===== src/rtl/ddr4_phy_iob_vref_seq_if.sv =====
// Update-request channel into the IOB read-Vref sequencer.
// Valid/ready: the source holds valid, mask and vref stable until ready is seen.
interface ddr4_phy_iob_vref_seq_if #(
  parameter int BYTES  = 7,
  parameter int VREF_W = 7
) ();
  logic              req_valid;
  logic              req_ready;
  logic [BYTES-1:0]  req_byte_mask;
  logic [VREF_W-1:0] req_vref;

  modport master (output req_valid, output req_byte_mask, output req_vref, input req_ready);
  modport slave  (input req_valid, input req_byte_mask, input req_vref, output req_ready);
endinterface


===== src/rtl/ddr4_phy_iob_vref_seq.sv =====
// Ramps per-byte IOB read-Vref codes toward a target, one byte at a time, in bounded steps.
// Latency per byte: SCAN + k*(STEP + SETTLE_CYCLES); req_ready is low for the whole request.
module ddr4_phy_iob_vref_seq #(
  parameter int BYTES         = 7,
  parameter int VREF_W        = 7,
  parameter int VREF_INIT     = 32,
  parameter int VREF_MAX      = 127,
  parameter int MAX_STEP      = 4,
  parameter int SETTLE_CYCLES = 64,
  localparam int CB_W         = (BYTES > 1) ? $clog2(BYTES) : 1
) (
  input  logic                      clk,
  input  logic                      rst_n,
  ddr4_phy_iob_vref_seq_if.slave    req,
  output logic [BYTES*VREF_W-1:0]   mcal_rd_vref_value,
  output logic                      busy,
  output logic [CB_W-1:0]           cur_byte,
  output logic                      done_pulse
);

  localparam int CNT_W = $clog2(SETTLE_CYCLES + 1);
  localparam logic [VREF_W-1:0]        INIT_C   = VREF_W'(VREF_INIT);
  localparam logic [VREF_W-1:0]        MAX_C    = VREF_W'(VREF_MAX);
  localparam logic signed [VREF_W:0]   STEP_LIM = (VREF_W+1)'(MAX_STEP);
  localparam logic [CNT_W-1:0]         SETTLE_C = CNT_W'(SETTLE_CYCLES);

  typedef enum logic [2:0] {S_IDLE, S_SCAN, S_STEP, S_SETTLE, S_DONE} state_t;

  state_t                        state_q;
  logic [BYTES-1:0][VREF_W-1:0]  code_q;
  logic [BYTES-1:0]              pend_q;
  logic [VREF_W-1:0]             tgt_q;
  logic [CB_W-1:0]               cur_byte_q;
  logic [CNT_W-1:0]              cnt_q;
  logic                          ready_q;
  logic                          busy_q;
  logic                          done_q;

  logic [CB_W-1:0]               low_idx_d;
  logic [VREF_W-1:0]             cur_code;
  logic [VREF_W-1:0]             req_tgt;
  logic signed [VREF_W:0]        diff;
  logic signed [VREF_W:0]        mag;
  logic [VREF_W-1:0]             step_amt;
  logic [VREF_W-1:0]             step_code_d;

  always_comb begin
    low_idx_d = '0;
    for (int i = BYTES - 1; i >= 0; i--) begin
      if (pend_q[i]) low_idx_d = CB_W'(i);
    end
  end

  // Step is clipped to |d|, so a code can never overshoot the target or wrap.
  always_comb begin
    cur_code    = code_q[cur_byte_q];
    req_tgt     = (req.req_vref > MAX_C) ? MAX_C : req.req_vref;
    diff        = $signed({1'b0, tgt_q}) - $signed({1'b0, cur_code});
    mag         = (diff < 0) ? -diff : diff;
    step_amt    = (mag > STEP_LIM) ? STEP_LIM[VREF_W-1:0] : mag[VREF_W-1:0];
    step_code_d = (diff < 0) ? (cur_code - step_amt) : (cur_code + step_amt);
  end

  always_ff @(posedge clk or negedge rst_n) begin
    if (!rst_n) begin
      state_q    <= S_IDLE;
      code_q     <= {BYTES{INIT_C}};
      pend_q     <= '0;
      tgt_q      <= INIT_C;
      cur_byte_q <= '0;
      cnt_q      <= '0;
      ready_q    <= 1'b1;
      busy_q     <= 1'b0;
      done_q     <= 1'b0;
    end else begin
      done_q <= 1'b0;
      case (state_q)
        S_IDLE: begin
          if (req.req_valid) begin
            pend_q  <= req.req_byte_mask;
            tgt_q   <= req_tgt;
            ready_q <= 1'b0;
            busy_q  <= 1'b1;
            state_q <= S_SCAN;
          end
        end
        S_SCAN: begin
          if (pend_q == '0) begin
            done_q  <= 1'b1;
            state_q <= S_DONE;
          end else begin
            cur_byte_q <= low_idx_d;
            state_q    <= S_STEP;
          end
        end
        S_STEP: begin
          code_q[cur_byte_q] <= step_code_d;
          cnt_q              <= SETTLE_C;
          state_q            <= S_SETTLE;
        end
        S_SETTLE: begin
          cnt_q <= cnt_q - 1'b1;
          if (cnt_q == CNT_W'(1)) begin
            if (cur_code == tgt_q) begin
              pend_q[cur_byte_q] <= 1'b0;
              state_q            <= S_SCAN;
            end else begin
              state_q <= S_STEP;
            end
          end
        end
        S_DONE: begin
          ready_q <= 1'b1;
          busy_q  <= 1'b0;
          state_q <= S_IDLE;
        end
        default: begin
          ready_q <= 1'b1;
          busy_q  <= 1'b0;
          state_q <= S_IDLE;
        end
      endcase
    end
  end

  assign req.req_ready        = ready_q;
  assign mcal_rd_vref_value   = code_q;
  assign busy                 = busy_q;
  assign cur_byte             = cur_byte_q;
  assign done_pulse           = done_q;

endmodule


===== src/flat_wrapper.sv =====
// flat-port wrapper written by rule: the top's interface ports become plain ports
module ddr4_phy_iob_vref_seq_flat 
#(
  parameter int BYTES         = 7,
  parameter int VREF_W        = 7,
  parameter int VREF_INIT     = 32,
  parameter int VREF_MAX      = 127,
  parameter int MAX_STEP      = 4,
  parameter int SETTLE_CYCLES = 64,
  localparam int CB_W         = (BYTES > 1) ? $clog2(BYTES) : 1
)
  (clk, rst_n, mcal_rd_vref_value, busy, cur_byte, done_pulse, req_req_valid, req_req_byte_mask, req_req_vref, req_req_ready);
  ddr4_phy_iob_vref_seq_if #(.BYTES(BYTES), .VREF_W(VREF_W)) req_i ();
  input  logic clk;
  input  logic rst_n;
  output logic [BYTES*VREF_W-1:0] mcal_rd_vref_value;
  output logic busy;
  output logic [CB_W-1:0] cur_byte;
  output logic done_pulse;
  input wire logic [$bits(req_i.req_valid)-1:0] req_req_valid;
  input wire logic [$bits(req_i.req_byte_mask)-1:0] req_req_byte_mask;
  input wire logic [$bits(req_i.req_vref)-1:0] req_req_vref;
  output wire logic [$bits(req_i.req_ready)-1:0] req_req_ready;
  assign req_i.req_valid = req_req_valid;
  assign req_i.req_byte_mask = req_req_byte_mask;
  assign req_i.req_vref = req_req_vref;
  assign req_req_ready = req_i.req_ready;
  ddr4_phy_iob_vref_seq #(.BYTES(BYTES), .VREF_W(VREF_W), .VREF_INIT(VREF_INIT), .VREF_MAX(VREF_MAX), .MAX_STEP(MAX_STEP), .SETTLE_CYCLES(SETTLE_CYCLES)) u_core (.clk(clk), .rst_n(rst_n), .req(req_i), .mcal_rd_vref_value(mcal_rd_vref_value), .busy(busy), .cur_byte(cur_byte), .done_pulse(done_pulse));
endmodule

===== config.mk =====
export PLATFORM = sky130hd
export DESIGN_NAME = ddr4_phy_iob_vref_seq_flat
export DESIGN_NICKNAME = d
export VERILOG_FILES = /design/src/rtl/ddr4_phy_iob_vref_seq_if.sv /design/src/rtl/ddr4_phy_iob_vref_seq.sv /design/src/flat_wrapper.sv
export SDC_FILE = /design/constraint.sdc
export NUM_CORES = 1
export LEC_CHECK = 0
export ABC_AREA = 1
export ABC_CLOCK_PERIOD_IN_PS = 5380
export BUFFER_PORTS_ARGS = -buffer_cell sky130_fd_sc_hd__buf_2
export CAP_MARGIN = 20
export CORE_AREA = 2 2 80 112
export CTS_BUF_LIST = sky130_fd_sc_hd__clkbuf_4 sky130_fd_sc_hd__clkbuf_8 sky130_fd_sc_hd__clkbuf_16
export CTS_CLUSTER_DIAMETER = 100
export DETAILED_ROUTE_END_ITERATION = 8
export DIE_AREA = 0 0 82 114
export PLACE_DENSITY = 0.77
export SLEW_MARGIN = 20
export SYNTH_ARGS = -nofsm -noshare
export SYNTH_HDL_FRONTEND = slang
export SYNTH_SLANG_ARGS = --single-unit

===== constraint.sdc =====
create_clock -name clk -period 5.38 [get_ports clk]
set_input_delay 1.076 -clock clk [delete_from_list [all_inputs] [get_ports clk]]
set_output_delay 1.076 -clock clk [all_outputs]
set_load 0.05 [all_outputs]

==> summary.txt <==
Run status
  – Status: complete, no violations

Route
  – WL final: ~13,000 um
  – Detailed-route DRC error count: 0
  – Drt pass-1 iters: 5
  – Vias: approximately 4,500
  – DR vias/cell: 5.65
  – First DRT Iteration DRCs: 320
  – Routed wire per std cell: approximately 16 um
  – Routed Antenna Nets: 0

Timing
  – Fmax: just under 0.2 GHz
  – Slew HR: 0.350
  – Final worst slack: roughly 0.18 ns
  – Min Tclk post-route: approximately 5.2 ns
  – Count of pins over their slew limit: 0
  – Setup TNS Final: 0 ns
  – Final Hold Viols: 0
  – Fin crit share: 0.967
  – Skew final: 0.0112 ns
  – Slew @ Worst Pin: just under 1 ns
  – Final setup violating endpoints: 0

Die
  – Core Area: 8410 sq um
  – Die Height: 114 um
  – Die Area: 9350 sq um
  – Die X-Extent: just over 80 um
  – Num ports: 72
  – Row count: 40
  – Initial Util: 0.541

Placement
  – Post-place setup slack: -0.173 ns
  – Final HPWL DP: ~9600 um
  – Number of port buffers: between 70 and 80
  – GP Congestion: around 0.95

Min path
  – Hold_sp: u_core.cnt_q[5]$_DFFE_PN0N_
  – Hold WC Path Type: flip-flop to flip-flop

Setup path
  – Req. time, crit path: 5.61 ns
  – CP Max Fanout: 8
  – Crit path DAT: around 5.4 ns
  – Startpoint types: flip-flop
  – CP peak stage delay: around 0.44 ns
  – Critical path origin: u_core.cur_byte[2]$_DFFE_PN0P_
  – Crit Path Class: flip-flop to flip-flop
  – Slowest stage cell on the critical path: dfrtp_1
  – R2R Path Start: u_core.cur_byte[2]$_DFFE_PN0P_
  – Worst Setup End Kind: flip-flop

Layout
  – Share of cells above drive strength 1: 0.276
  – Finished Core Util: 0.681
  – Area Overhead vs Synth: 25.9%
  – Diode count: 0
  – Final Net Count: roughly 730
  – FILL cells: around 690

Job
  – Max-Cap Viols: 0

Synthesis
  – Mean Syn Cell Area: approximately 7.8 sq um
  – Area of the mapped netlist: 4550 sq um
  – Cell taking the most area after synthesis: dfrtp_1
  – Share of the synthesized area in the top cell type: 0.385
  – Post-synthesis sequential area ratio: 0.437
  – Cells after Synth: 580
  – Net Count, Synth: 615
  – Top cells by area, synth: dfrtp_1, nand2_1, inv_1
  – #FFs+latches synth: roughly 80
  – Yosys warns: 0
  – Synth cell types: 43

GRT
  – All-layer global routing usage: 0.289
  – Vias in the first global route: approximately 4,400
  – Grt total ovfl: 0
  – Largest net degree at the start of global routing: 80
  – First-pass GRT wire length: about 21,000 um
  – Initial antenna violation count: 0

Clock tree
  – CTS sink cnt: just under 80
  – H-tree levels: 3
  – CTS Buf Count: 9
  – Root Buffer: clkbuf_16
  – Clock Latency Late Sink: ~0.34 ns
  – TritonCTS clock tree: built
  – Clk pin slew, worst setup/hold paths: about 0.060 ns
  – CTS Buffer Depth: 2
[critical path, delay by kind of cell, from the launching register on]
family	cells	cell delay (ns)
buffers and inverters	8	0.75
DFF	1	0.44
adders and majority gates	4	1.26
AOI/OAI and AO/OA	3	0.43
and+or+nand+nor	22	2.19
[sequential cells by signal (all words and copies together), names as in the netlist]
signal / count
u_core.req.req_ready: 1
u_core.state_q: 3
u_core.mcal_rd_vref_value: 49
u_core.cur_byte: 3
u_core.done_pulse: 1
u_core.pend_q: 7
u_core.cnt_q: 7
u_core.tgt_q: 7
u_core.busy: 1
[path summary, 6_finish.rpt]
check	end	slack, ns	cells past startpoint
setup / recovery	u_core.mcal_rd_vref_value[13]$_DFFE_PN0P_	0.18	37
hold / removal	u_core.cnt_q[5]$_DFFE_PN0N_	0.47	1
setup reg to reg	u_core.mcal_rd_vref_value[13]$_DFFE_PN0P_	0.18	37
hold reg to reg	u_core.cnt_q[5]$_DFFE_PN0N_	0.47	1
max in group asynchronous	u_core.tgt_q[4]$_DFFE_PN0P_	3.84	1
min in group asynchronous	u_core.mcal_rd_vref_value[4]$_DFFE_PN0P_	0.88	1
[cell usage after synthesis]
master / instances
nand2_1: 157
inv_1: 87
dfrtp_1: 70
nand3_1: 51
o21ai_0: 39
nor2_1: 32
a21oi_1: 23
ha_1: 16
o22ai_1: 11
dfstp_2: 9
nand4_1: 9
nor3_1: 8
a22o_1: 7
nand2_2: 7
mux2_2: 6
nor4_1: 4
clkbuf_1: 3
clkinv_1: 3
nand2_4: 3
nand3_2: 3
a21oi_4: 2
a221oi_1: 2
buf_6: 2
fa_1: 2
inv_2: 2
nor2_2: 2
o21ai_1: 2
xnor2_1: 2
xor2_1: 2
a211oi_1: 1
a21boi_0: 1
a21o_1: 1
a21oi_2: 1
a31oi_1: 1
nand3_4: 1
nand4_2: 1
nor4_2: 1
o211ai_2: 1
o21a_1: 1
o2bb2ai_1: 1
o311ai_0: 1
or2_1: 1
or3_1: 1
[cell families after synthesis]
logic type / count (synthesis) / share of synthesized area
xor gates and xnor gates: 4 / 0.00771
buffers and inverters: 97 / 0.0834
muxes: 6 / 0.0149
DFF: 79 / 0.437
and+or+nand+nor: 281 / 0.277
adders and majority gates: 18 / 0.0528
AOI/OAI and AO/OA: 95 / 0.127
[layer usage]
metal | GRT usage | vias to the layer above | part of all wire | routed length, um
li1 | - | 2131 | - | -
met1 | 0.350 | 2163 | 0.39 | 5120
met2 | 0.491 | 177 | 0.52 | 6810
met3 | 0.0475 | 45 | 0.051 | 676
met4 | 0.143 | 0 | 0.044 | 581
met5 | 0 | - | 0 | 0
[placed cells by master, fill, tap and decap left out, drive strengths merged, types with 2 or more instances in the layout]
cell type  instances
clkinv             5
ha                16
mux2               6
a221oi             2
nor2              34
nor3               8
dfrtp             70
inv               90
a22o               7
xnor2              2
fa                 2
nand3             55
a21oi             26
buf              104
o21ai             41
o22ai             11
dfstp              9
clkbuf            11
nor4               5
xor2               2
nand4             10
nand2            167
[per-stage QoR]
step           hold slack (ns)  instance area [sq um]  cells
2_1_floorplan            0.428                   4550    580
3_3_place_gp             0.453                   5120    767
3_5_place_dp             0.462                   5120    767
4_1_cts                  0.471                   5490    787
5_1_grt                  0.501                   5730    800
6_report                 0.473                   5730    800
[what timing repair did]
item,4_1_cts,5_1_grt
hold buffers,0,0
resized for setup,9,36
pin swaps,2,16
buffers inserted,4,14
setup endpoints to repair,14,21
[final cells by class]
| cell class | instances | area, sq um | area share |
|---|---|---|---|
| sequential | 79 | 1990 | 0.347 |
| timing repair buffer | 104 | 606 | 0.106 |
| multi-input combinational | 404 | 2360 | 0.411 |
| inverter | 92 | 348 | 0.0608 |
| clock inverter | 5 | 56.3 | 0.00983 |
| clock buffer | 11 | 240 | 0.0420 |
| tap | 105 | 131 | 0.0229 |
Power is left out: the tool's default activity adds up to more than one toggle a clock period on the data nets, which glitch-free logic cannot reach.
